==> src/rtl/eda_frame_sequencer_pkg.sv <==
// Shared geometry defaults and FSM state encoding for the frame sequencer.
// Geometry macros take their default here unless a global define set them first.
`ifndef CFG_M
`define CFG_M 4
`endif
`ifndef CFG_N
`define CFG_N 4
`endif
`ifndef CFG_PIXEL_WIDTH
`define CFG_PIXEL_WIDTH 8
`endif
`ifndef CFG_ADDR_WIDTH
`define CFG_ADDR_WIDTH 8
`endif
`ifndef CFG_I_WIDTH
`define CFG_I_WIDTH 4
`endif
`ifndef CFG_J_WIDTH
`define CFG_J_WIDTH 4
`endif

package eda_regional_max_pkg;

    localparam int FRAME_PIXELS = `CFG_M * `CFG_N;

    typedef enum logic [2:0] {
        ST_IDLE = 3'd0,
        ST_LOAD = 3'd1,
        ST_GAP  = 3'd2,
        ST_KICK = 3'd3,
        ST_WAIT = 3'd4,
        ST_HOLD = 3'd5
    } seq_state_e;

endpackage

==> src/rtl/eda_frame_sequencer_if.sv <==
// Bundle of pixel stream, core-side and result-side signals of the frame sequencer.
// The master view belongs to the sequencer; the slave view to its surroundings.
interface eda_frame_sequencer_if
    import eda_regional_max_pkg::*;
#(
    parameter int PIXEL_WIDTH = `CFG_PIXEL_WIDTH,
    parameter int ADDR_WIDTH  = `CFG_ADDR_WIDTH,
    parameter int MATRIX_BITS = FRAME_PIXELS
);

    logic [PIXEL_WIDTH-1:0] s_pixel;
    logic                   s_valid;
    logic                   s_ready;
    logic                   s_last;

    logic [PIXEL_WIDTH-1:0] m_pixel;
    logic [ADDR_WIDTH-1:0]  m_wr_addr;
    logic                   m_write_en;
    logic                   m_start;
    logic                   m_done;
    logic [MATRIX_BITS-1:0] m_matrix;

    logic [MATRIX_BITS-1:0] res_matrix;
    logic                   res_valid;
    logic                   res_ready;
    logic                   frame_err;
    logic                   timeout;
    logic [15:0]            frame_cnt;

    modport master (
        input  s_pixel, s_valid, s_last, m_done, m_matrix, res_ready,
        output s_ready, m_pixel, m_wr_addr, m_write_en, m_start,
               res_matrix, res_valid, frame_err, timeout, frame_cnt
    );

    modport slave (
        output s_pixel, s_valid, s_last, m_done, m_matrix, res_ready,
        input  s_ready, m_pixel, m_wr_addr, m_write_en, m_start,
               res_matrix, res_valid, frame_err, timeout, frame_cnt
    );

endinterface

==> src/rtl/eda_frame_sequencer_addr_gen.sv <==
// Row-major {i,j} pixel index counter; wraps to (0,0) after (M-1,N-1).
module eda_seq_addr_gen #(
    parameter int M       = 4,
    parameter int N       = 4,
    parameter int I_WIDTH = 4,
    parameter int J_WIDTH = 4
) (
    input  logic               clk,
    input  logic               reset_n,
    input  logic               inc,
    input  logic               clr,
    output logic [I_WIDTH-1:0] i,
    output logic [J_WIDTH-1:0] j,
    output logic               last
);

    localparam logic [I_WIDTH-1:0] I_LAST = I_WIDTH'(M - 1);
    localparam logic [J_WIDTH-1:0] J_LAST = J_WIDTH'(N - 1);

    logic [I_WIDTH-1:0] i_r;
    logic [J_WIDTH-1:0] j_r;

    assign i    = i_r;
    assign j    = j_r;
    assign last = (i_r == I_LAST) && (j_r == J_LAST);

    // Index advance: column first, row on column wrap.
    always_ff @(posedge clk or negedge reset_n) begin
        if (!reset_n) begin
            i_r <= {I_WIDTH{1'b0}};
            j_r <= {J_WIDTH{1'b0}};
        end else if (inc) begin
            if (j_r == J_LAST) begin
                j_r <= {J_WIDTH{1'b0}};
                i_r <= (i_r == I_LAST) ? {I_WIDTH{1'b0}} : i_r + I_WIDTH'(1);
            end else begin
                j_r <= j_r + J_WIDTH'(1);
            end
        end else if (clr) begin
            i_r <= {I_WIDTH{1'b0}};
            j_r <= {J_WIDTH{1'b0}};
        end
    end

endmodule

==> src/rtl/eda_frame_sequencer.sv <==
// Streams one M x N frame into the regional-max core, kicks it, waits for done
// and holds the captured result matrix until the consumer takes it.
module eda_frame_sequencer
    import eda_regional_max_pkg::*;
#(
    parameter int M              = `CFG_M,
    parameter int N              = `CFG_N,
    parameter int PIXEL_WIDTH    = `CFG_PIXEL_WIDTH,
    parameter int ADDR_WIDTH     = `CFG_ADDR_WIDTH,
    parameter int I_WIDTH        = `CFG_I_WIDTH,
    parameter int J_WIDTH        = `CFG_J_WIDTH,
    parameter int TIMEOUT_CYCLES = 65535
) (
    input  logic                  clk,
    input  logic                  reset_n,
    eda_frame_sequencer_if.master bus
);

    localparam logic [2:0] IDLE = 3'(ST_IDLE);
    localparam logic [2:0] LOAD = 3'(ST_LOAD);
    localparam logic [2:0] GAP  = 3'(ST_GAP);
    localparam logic [2:0] KICK = 3'(ST_KICK);
    localparam logic [2:0] WAIT = 3'(ST_WAIT);
    localparam logic [2:0] HOLD = 3'(ST_HOLD);

    localparam int            TW        = $clog2(TIMEOUT_CYCLES + 1);
    localparam logic [TW-1:0] WAIT_LAST = TW'(TIMEOUT_CYCLES - 1);

    logic [2:0]             state_r;
    logic [2:0]             state_s;
    logic [1:0]             gap_cnt_r;
    logic [TW-1:0]          wait_cnt_r;
    logic                   s_ready_r;
    logic                   m_write_en_r;
    logic                   m_start_r;
    logic                   m_done_q_r;
    logic                   res_valid_r;
    logic                   frame_err_r;
    logic                   timeout_r;
    logic [PIXEL_WIDTH-1:0] m_pixel_r;
    logic [ADDR_WIDTH-1:0]  m_wr_addr_r;
    logic [M*N-1:0]         res_matrix_r;
    logic [15:0]            frame_cnt_r;

    logic [I_WIDTH-1:0]     i_s;
    logic [J_WIDTH-1:0]     j_s;
    logic                   last_s;
    logic                   beat_s;
    logic                   mismatch_s;
    logic                   done_rise_s;
    logic                   res_take_s;
    logic                   addr_clr_s;

    assign beat_s      = bus.s_valid & s_ready_r;
    assign mismatch_s  = bus.s_last ^ last_s;
    assign done_rise_s = (state_r == WAIT) & bus.m_done & ~m_done_q_r;
    assign res_take_s  = (state_r == HOLD) & res_valid_r & bus.res_ready;
    assign addr_clr_s  = ~s_ready_r;

    eda_seq_addr_gen #(
        .M       (M),
        .N       (N),
        .I_WIDTH (I_WIDTH),
        .J_WIDTH (J_WIDTH)
    ) u_addr_gen (
        .clk     (clk),
        .reset_n (reset_n),
        .inc     (beat_s),
        .clr     (addr_clr_s),
        .i       (i_s),
        .j       (j_s),
        .last    (last_s)
    );

    // Next-state decode; the frame closes on the pixel count alone, never on s_last.
    always_comb begin
        state_s = state_r;
        case (state_r)
            IDLE: begin
                if (beat_s) begin
                    state_s = last_s ? GAP : LOAD;
                end else begin
                    state_s = IDLE;
                end
            end
            LOAD: begin
                if (beat_s && last_s) begin
                    state_s = GAP;
                end else begin
                    state_s = LOAD;
                end
            end
            GAP: begin
                if (gap_cnt_r == 2'd2) begin
                    state_s = KICK;
                end else begin
                    state_s = GAP;
                end
            end
            KICK: begin
                state_s = WAIT;
            end
            WAIT: begin
                if (done_rise_s) begin
                    state_s = HOLD;
                end else if (wait_cnt_r == WAIT_LAST) begin
                    state_s = IDLE;
                end else begin
                    state_s = WAIT;
                end
            end
            HOLD: begin
                if (res_take_s) begin
                    state_s = IDLE;
                end else begin
                    state_s = HOLD;
                end
            end
            default: begin
                state_s = IDLE;
            end
        endcase
    end

    // State register plus the GAP and WAIT cycle counters.
    always_ff @(posedge clk or negedge reset_n) begin
        if (!reset_n) begin
            state_r    <= IDLE;
            gap_cnt_r  <= 2'd0;
            wait_cnt_r <= {TW{1'b0}};
        end else begin
            state_r    <= state_s;
            gap_cnt_r  <= (state_r == GAP) ? gap_cnt_r + 2'd1 : 2'd0;
            wait_cnt_r <= (state_r == WAIT) ? wait_cnt_r + TW'(1) : {TW{1'b0}};
        end
    end

    // Stream-side ready and the one-cycle-delayed core write port.
    always_ff @(posedge clk or negedge reset_n) begin
        if (!reset_n) begin
            s_ready_r    <= 1'b0;
            m_write_en_r <= 1'b0;
            m_pixel_r    <= {PIXEL_WIDTH{1'b0}};
            m_wr_addr_r  <= {ADDR_WIDTH{1'b0}};
            m_start_r    <= 1'b0;
            m_done_q_r   <= 1'b0;
        end else begin
            s_ready_r    <= (state_s == IDLE) || (state_s == LOAD);
            m_write_en_r <= beat_s;
            if (beat_s) begin
                m_pixel_r   <= bus.s_pixel;
                m_wr_addr_r <= ADDR_WIDTH'({i_s, j_s});
            end
            m_start_r    <= (state_s == KICK);
            m_done_q_r   <= bus.m_done;
        end
    end

    // Result capture, handshake, frame counter and sticky status flags.
    always_ff @(posedge clk or negedge reset_n) begin
        if (!reset_n) begin
            res_matrix_r <= {(M*N){1'b0}};
            res_valid_r  <= 1'b0;
            frame_cnt_r  <= 16'd0;
            frame_err_r  <= 1'b0;
            timeout_r    <= 1'b0;
        end else begin
            if (done_rise_s) begin
                res_matrix_r <= bus.m_matrix;
            end
            res_valid_r <= (state_s == HOLD);
            if (res_take_s) begin
                frame_cnt_r <= frame_cnt_r + 16'd1;
            end
            // The first beat of a frame restarts both sticky flags.
            if (beat_s) begin
                frame_err_r <= (state_r == IDLE) ? mismatch_s : (frame_err_r | mismatch_s);
            end
            if (beat_s && (state_r == IDLE)) begin
                timeout_r <= 1'b0;
            end else if ((state_r == WAIT) && (state_s == IDLE)) begin
                timeout_r <= 1'b1;
            end
        end
    end

    assign bus.s_ready    = s_ready_r;
    assign bus.m_pixel    = m_pixel_r;
    assign bus.m_wr_addr  = m_wr_addr_r;
    assign bus.m_write_en = m_write_en_r;
    assign bus.m_start    = m_start_r;
    assign bus.res_matrix = res_matrix_r;
    assign bus.res_valid  = res_valid_r;
    assign bus.frame_err  = frame_err_r;
    assign bus.timeout    = timeout_r;
    assign bus.frame_cnt  = frame_cnt_r;

endmodule

==> src/flat_wrapper.sv <==
// flat-port wrapper written by rule: the top's interface ports become plain ports
module eda_frame_sequencer_flat import eda_regional_max_pkg::*;
#(
    parameter int M              = `CFG_M,
    parameter int N              = `CFG_N,
    parameter int PIXEL_WIDTH    = `CFG_PIXEL_WIDTH,
    parameter int ADDR_WIDTH     = `CFG_ADDR_WIDTH,
    parameter int I_WIDTH        = `CFG_I_WIDTH,
    parameter int J_WIDTH        = `CFG_J_WIDTH,
    parameter int TIMEOUT_CYCLES = 65535
)
  (clk, reset_n, bus_s_pixel, bus_s_valid, bus_s_last, bus_m_done, bus_m_matrix, bus_res_ready, bus_s_ready, bus_m_pixel, bus_m_wr_addr, bus_m_write_en, bus_m_start, bus_res_matrix, bus_res_valid, bus_frame_err, bus_timeout, bus_frame_cnt);
  eda_frame_sequencer_if #(.PIXEL_WIDTH(PIXEL_WIDTH), .ADDR_WIDTH(ADDR_WIDTH), .MATRIX_BITS(M*N)) bus_i ();
  input  logic clk;
  input  logic reset_n;
  input wire logic [$bits(bus_i.s_pixel)-1:0] bus_s_pixel;
  input wire logic [$bits(bus_i.s_valid)-1:0] bus_s_valid;
  input wire logic [$bits(bus_i.s_last)-1:0] bus_s_last;
  input wire logic [$bits(bus_i.m_done)-1:0] bus_m_done;
  input wire logic [$bits(bus_i.m_matrix)-1:0] bus_m_matrix;
  input wire logic [$bits(bus_i.res_ready)-1:0] bus_res_ready;
  output wire logic [$bits(bus_i.s_ready)-1:0] bus_s_ready;
  output wire logic [$bits(bus_i.m_pixel)-1:0] bus_m_pixel;
  output wire logic [$bits(bus_i.m_wr_addr)-1:0] bus_m_wr_addr;
  output wire logic [$bits(bus_i.m_write_en)-1:0] bus_m_write_en;
  output wire logic [$bits(bus_i.m_start)-1:0] bus_m_start;
  output wire logic [$bits(bus_i.res_matrix)-1:0] bus_res_matrix;
  output wire logic [$bits(bus_i.res_valid)-1:0] bus_res_valid;
  output wire logic [$bits(bus_i.frame_err)-1:0] bus_frame_err;
  output wire logic [$bits(bus_i.timeout)-1:0] bus_timeout;
  output wire logic [$bits(bus_i.frame_cnt)-1:0] bus_frame_cnt;
  assign bus_i.s_pixel = bus_s_pixel;
  assign bus_i.s_valid = bus_s_valid;
  assign bus_i.s_last = bus_s_last;
  assign bus_i.m_done = bus_m_done;
  assign bus_i.m_matrix = bus_m_matrix;
  assign bus_i.res_ready = bus_res_ready;
  assign bus_s_ready = bus_i.s_ready;
  assign bus_m_pixel = bus_i.m_pixel;
  assign bus_m_wr_addr = bus_i.m_wr_addr;
  assign bus_m_write_en = bus_i.m_write_en;
  assign bus_m_start = bus_i.m_start;
  assign bus_res_matrix = bus_i.res_matrix;
  assign bus_res_valid = bus_i.res_valid;
  assign bus_frame_err = bus_i.frame_err;
  assign bus_timeout = bus_i.timeout;
  assign bus_frame_cnt = bus_i.frame_cnt;
  eda_frame_sequencer #(.M(M), .N(N), .PIXEL_WIDTH(PIXEL_WIDTH), .ADDR_WIDTH(ADDR_WIDTH), .I_WIDTH(I_WIDTH), .J_WIDTH(J_WIDTH), .TIMEOUT_CYCLES(TIMEOUT_CYCLES)) u_core (.clk(clk), .reset_n(reset_n), .bus(bus_i));
endmodule
==> config.mk <==
export PLATFORM = sky130hd
export DESIGN_NAME = eda_frame_sequencer_flat
export DESIGN_NICKNAME = d
export VERILOG_FILES = /design/src/rtl/eda_frame_sequencer_pkg.sv /design/src/rtl/eda_frame_sequencer_if.sv /design/src/rtl/eda_frame_sequencer_addr_gen.sv /design/src/rtl/eda_frame_sequencer.sv /design/src/flat_wrapper.sv
export SDC_FILE = /design/constraint.sdc
export NUM_CORES = 1
export LEC_CHECK = 0
export BUFFER_PORTS_ARGS = -buffer_cell sky130_fd_sc_hd__buf_2
export CORE_UTILIZATION = 48
export CTS_CLUSTER_SIZE = 24
export DETAILED_ROUTE_END_ITERATION = 10
export PLACE_DENSITY = 0.81
export SETUP_SLACK_MARGIN = 0.3
export SLEW_MARGIN = 20
export SYNTH_ARGS = -nofsm -noshare
export SYNTH_HDL_FRONTEND = slang
export SYNTH_HIERARCHICAL = 1
export SYNTH_SLANG_ARGS = --single-unit
==> constraint.sdc <==
create_clock -name clk -period 2.2 [get_ports clk]
set_input_delay 0.22 -clock clk [delete_from_list [all_inputs] [get_ports clk]]
set_output_delay 0.22 -clock clk [all_outputs]
set_load 0.01 [all_outputs]
Word level (Yosys, flattened, before mapping)
Index checks and enable logic that the tools add are counted.
Word-level totals
  flip-flop bits (word level): 84
  bits in latches: 0
  RAM bits: 0
  ROM bits: 0
  input port bits: 30
  word-level logic and storage cells: 71
  memories: 0
Operators by class
  add/sub/neg operators: 5
  multipliers: 0
  divide/modulo/power cells: 0
  magnitude comparators: 0
  eq/ne operators: 14
  shift-type cells: 0
  muxes and demuxes: 19
  bitwise gates (word level): 8
  reduce and logical (&&, ||, !) cells: 9
Operators by type and width (number)
  adder 16 x 1 -> 16 bit, second input constant: 2
  two-way mux 4 bit: 6
  one-hot mux 3 bit (6 select lines): 1
  equality test 16 bit, second input constant: 1
  two-way mux 16 bit: 1
  two-way mux 3 bit: 4
  equality test 3 x 2 -> 1 bit, second input constant: 3
  equality test 3 bit, second input constant: 3
  adder 4 x 1 -> 4 bit, second input constant: 2
  equality test 4 x 2 -> 1 bit, second input constant: 2
  equality test 3 x 1 -> 1 bit, second input constant: 2
  zero test 3 bit: 2
  two-way mux 2 bit: 3
  bitwise AND 1 bit: 5
  logical AND 1 bit: 4
  two-way mux 1 bit: 4
  inequality test 2 bit, second input constant: 2
  adder 2 x 1 -> 2 bit, second input constant: 1
  equality test 2 bit, second input constant: 1
  AND reduction 2 bit: 1
  nonzero test 2 bit: 1
  logical OR 1 bit: 1
  NOT 1 bit: 1
  OR 1 bit: 1
  bitwise XOR 1 bit: 1

Longest topological paths before layout
  depth after elaboration: 9
  gate-level depth with buffers: 8
  mapped depth without buffers: 7

Hierarchy
The synthesis kept the hierarchy.
Modules (own cells, without submodules)
  eda_frame_sequencer: instances 1, cells an instance 258, area each 3233.1 sq um, sequential area each 1901.8 sq um
  eda_seq_addr_gen: instances 1, cells an instance 45, area each 462.9 sq um, sequential area each 200.2 sq um

Worst setup path before layout
No wires, ideal clock.
  kind: register to register
  start point: register u_core.state_r[0]
  end point: register u_core.res_matrix_r[10] (netlist: u_core/bus.res_matrix[10])
  library setup time: 125 ps
  arrival: 1917 ps
  required time: 2075 ps
  setup slack: 158 ps
  cell stages (with the launch flop): 8
  clock period less this slack: 2042 ps
  cells stage by stage: dfrtp_1 buf_6 or3b_1 buf_6 or3b_1 buf_6 buf_12 mux2_4
On the way
  cells in the longest elaborated chain, start to end: 3
Ends and longest elaborated chain
  from (decl): line eda_frame_sequencer.sv:29  | logic [2:0] state_r;
  from (signal assigned): line eda_frame_sequencer.sv:132  | state_r <= state_s;
  equality test 3 bit: line eda_frame_sequencer.sv:56  | assign done_rise_s = (state_r == WAIT) & bus.m_done & ~m_done_q_r;
  bitwise AND 1 bit (2 in series): line eda_frame_sequencer.sv:56
  to (signal assigned): line eda_frame_sequencer.sv:162  | res_matrix_r <= {(M*N){1'b0}};
  to (signal assigned): line eda_frame_sequencer.sv:169  | res_matrix_r <= bus.m_matrix;
  to (decl): line eda_frame_sequencer.sv:42  | logic [M*N-1:0] res_matrix_r;
No other way between the ends.
A chain may end at the register's enable or synchronous reset.

Final worst setup path
  start point: register u_core.u_addr_gen.j_r[1] (netlist: u_core/u_addr_gen/j[1])
  end point: register u_core.s_ready_r (netlist: u_core/bus.s_ready)
On the way
  cells in the longest elaborated chain, start to end: 7
  elaborated cells between the ends (all ways): 10
Ends and longest elaborated chain
  from (decl): line eda_frame_sequencer_addr_gen.sv:21  | logic [J_WIDTH-1:0] j_r;
  from (signal assigned): line eda_frame_sequencer_addr_gen.sv:31  | j_r <= {J_WIDTH{1'b0}};
  from (signal assigned): line eda_frame_sequencer_addr_gen.sv:34  | j_r <= {J_WIDTH{1'b0}};
  from (signal assigned): line eda_frame_sequencer_addr_gen.sv:37  | j_r <= j_r + J_WIDTH'(1);
  equality test 4 x 2 -> 1 bit (*): line eda_frame_sequencer_addr_gen.sv:25  | assign last = (i_r == I_LAST) && (j_r == J_LAST);
  logical AND 1 bit (*): line eda_frame_sequencer_addr_gen.sv:25
  named net u_core.last_s: line eda_frame_sequencer.sv:47  | logic last_s;
  two-way mux 2 bit / logical AND 1 bit (equally long branches): line eda_frame_sequencer.sv:81, eda_frame_sequencer.sv:87
  two-way mux 3 bit / two-way mux 2 bit (equally long branches): line eda_frame_sequencer.sv:80, eda_frame_sequencer.sv:87
  one-hot mux 3 bit (6 select lines) (*): line eda_frame_sequencer.sv:78  | case (state_r)
  named net u_core.state_s[1]: line eda_frame_sequencer.sv:30  | logic [2:0] state_s;
  equality test 3 x 1 -> 1 bit / zero test 3 bit (equally long branches): line eda_frame_sequencer.sv:148  | s_ready_r <= (state_s == IDLE) || (state_s == LOAD);
  logical OR 1 bit (*): line eda_frame_sequencer.sv:148
  to (signal assigned): line eda_frame_sequencer.sv:148
  to (decl): line eda_frame_sequencer.sv:33  | logic s_ready_r;
The timed path passes the listed nets; every way through them passes the cells marked *.

==> out/qor.yml <==
synthCells: 303
setup_viol: 0
grt_max_degree: 47
ys_seq_area_frac: 0.569
pre_cts_ws_ns: 0.188
chipHeight_um: 89.8
arrival_ns: 2.03
rsz0062_at_grt: "yes"
crit_family: "simple AND/OR/NAND/NOR gates"
clk_latency_ns: 0.35
area_delta_synth_final_pct: 23.7
finalSetupTns_ns: 0
worstMarginPinSlew_ns: 0.498
clockBufferDepth: 2
max-slew-margin-rel: 0.668
finalCriticalPeriod_ns: 1.80
cts_buffers: 9
dieArea_sq_um: 8060
synth_area_sq_um: 3700
ant_nets: 0
grt_pass1_wl_um: 12200
drtIter0Drc: 125
ys_seq_elements: 84
antenna_found_initial: 0
crit_path_max_fanout: 4
hp-class: "input pin to register"
wl_per_cell_um: 14.1
grt_pass1_vias: 2640
htree_num_levels: 3
irDropWorstVdd_mv: 0.519
drc_errors: 0
internal_power_w: 0.00318
synth_cell_type_count: 48
cp-start-kind: "register"
status: "finished clean"
swShare: 0.284
num_antenna_cells: 0
synth_edf_count: 0
holdWs_ns: 0.0902
drv_cap: 0
grt_remaining_overflow: 0
place_area_sq_um: 4240
setup_slack_ns: 0.404
row_count: 31
p_switching_w: 0.00126
nets: 436
comb_power_share: 0.254
cp-end-kind: "register"
drive_gt1_frac: 0.390
core_area_sq_um: 7330
dp_hpwl_um: 4840
ys_warn_count: 6
path_class: "register to register"
port_buffers: 83
detail_route.wirelength_um: 7100
num_vias: 2618
worst_path_largest_cell_delay_ns: 0.42
via_per_inst: 5.19
root_buffer: "clkbuf_8"
grt_usage: 0.185
slew_viol_final: 0
power_density_nw_per_um2: 971
finalHoldViolCount: 0
cts_tree: "built"
p_seq_frac: 0.436
post_synth.cell_area_avg_sq_um: 12.2
power_frac_clock: 0.310
syn_nets: 339
first_pass_iters: 4
cp_slowest_cell: "or3b_4"
skew_ns: 0.0101
crit_chain: "ha_2 -> or3b_4 -> nor2_4 -> nand3_1 -> mux2_2 -> nor2_2 -> o31ai_1"
fmax_mhz: 557
fin_crit_sh: 0.816
io_pins: 84
die_x_um: 89.8
clkTransAtPathRegs_ns: 0.09
crit_buf_inv: 0
synth_flop_cell: "dfrtp_1"
fillCellCount: 609
clock-sinks: 84
ys_async_sr_fraction: 1.00
p_leak_nw: 2.31
initial_core_util: 0.504
fin_area_sq_um: 4570
required_ns: 2.43
gp_congestion: 0.743
==> cells in the final DEF (no fill, tap or decap), types with 3 or more instances in the layout <==
cell        n
o21ai_0     4
nand3_1    14
ha_1        5
and2_1      3
xor2_1     14
and4_1      3
and3_1      6
buf_4      13
mux2_4      8
or3b_4      3
clkbuf_8   11
nor3_1      4
buf_2      82
xnor2_1    14
bufinv_16   3
nand4_1    11
inv_1      11
nor2_1     21
dfrtp_1    82
mux2_2     27
nand2_1    20
a21oi_1     5
==> routing by layer <==
layer	GRT usage	up-vias	part of all wire
met3	0.0398	14	0.043
met4	0.0656	0	0.013
li1	-	1241	-
met2	0.319	77	0.51
met5	0	-	0
met1	0.231	1286	0.43
==> flip-flops by register name, summed over array words and instances (netlist names), 2 cells and up <==
name                   cells
u_core/u_addr_gen/i        4
u_core/bus.frame_cnt      16
u_core/state_r             3
u_core/bus.m_wr_addr       8
u_core/u_addr_gen/j        4
u_core/gap_cnt_r           2
u_core/bus.res_matrix     16
u_core/bus.m_pixel         8
u_core/wait_cnt_r         16
==> power groups by stage <==
stage          logic, W  clock network, W  registers [W]
5_1_grt         0.00123           0.00147        0.00197
4_1_cts         0.00111           0.00140        0.00194
3_5_place_dp    0.00101                 0        0.00199
3_3_place_gp   0.000980                 0        0.00197
2_1_floorplan  0.000559                 0        0.00206
6_report        0.00113           0.00138        0.00194
==> final timing paths <==
kind / start / endpoint / slack (ns) / cells past startpoint
max reg2reg: u_core/u_addr_gen/j[1] / u_core/bus.s_ready / 0.40 / 7
min: bus_m_matrix[9] / u_core/bus.res_matrix[9] / 0.09 / 2
min in group asynchronous: reset_n / u_core/bus.frame_cnt[14] / 0.38 / 2
max: u_core/u_addr_gen/j[1] / u_core/bus.s_ready / 0.40 / 7
max in group asynchronous: reset_n / u_core/bus.res_matrix[6] / 1.21 / 3
min reg2reg: u_core/gap_cnt_r[0] / u_core/gap_cnt_r[0] / 0.43 / 1
==> timing repair <==
| action | CTS | global route |
|---|---|---|
| pin swaps | 0 | 1 |
| endpoints found under the setup margin | 2 | 7 |
| setup buffers | 4 | 1 |
| hold endpoints to repair | 39 | 0 |
| hold buffers | 2 | 0 |
| gates resized for setup | 4 | 4 |
==> cell usage after synthesis (all sizes together) (2+ instances only) <==
library cell   n  area, sq um
inv           11         41.3
nand3         14         70.1
a21oi          5         25.0
nor4b          2         17.5
or3b           4         37.5
and2           3         18.8
and4           3         26.3
a22o           2         17.5
clkbuf         7         26.3
nor2          23         86.3
nor3b          3         27.5
buf            6         66.3
nand4         11         68.8
xnor2         14          123
nand2         20         75.1
nor4           2         12.5
or3            2         12.5
mux2          35          424
nand4b         2         17.5
ha             6         75.1
xor2          14          123
dfrtp         84         2100
nor3           4         20.0
o21ai          4         20.0
and3           6         37.5
==> area by class of cell <==
cell class	instances	area, sq um	share of cell area
repair buffers	99	568	0.124
inverters	11	41.3	0.00903
multi-input cells	195	1480	0.323
clock inverters	5	106	0.0233
well taps	99	124	0.0271
clock buffers	11	151	0.0331
flip-flops and latches	84	2100	0.460
==> logic make-up (layout without fill, tap and decap cells) <==
family,count (synthesis),count (layout),share of synthesized area
buffers and inverters,24,126,0.0362
flip-flops,84,84,0.569
XOR/XNOR,28,28,0.0664
AND/OR/NAND/NOR,102,102,0.148
multiplexers,36,36,0.117
adder cells (fa/ha/maj),6,6,0.0203
AO/OA/AOI/OAI,23,23,0.0427
==> per-stage QoR <==
step,power [W],utilization,std cells
final,0.00444,0.624,504
after global routing,0.00468,0.624,504
after CTS,0.00445,0.621,503
after detailed placement,0.00300,0.578,481
after global placement,0.00295,0.578,481
after floorplan,0.00262,-,303
Note: power is estimated with default switching activity, not from simulation.
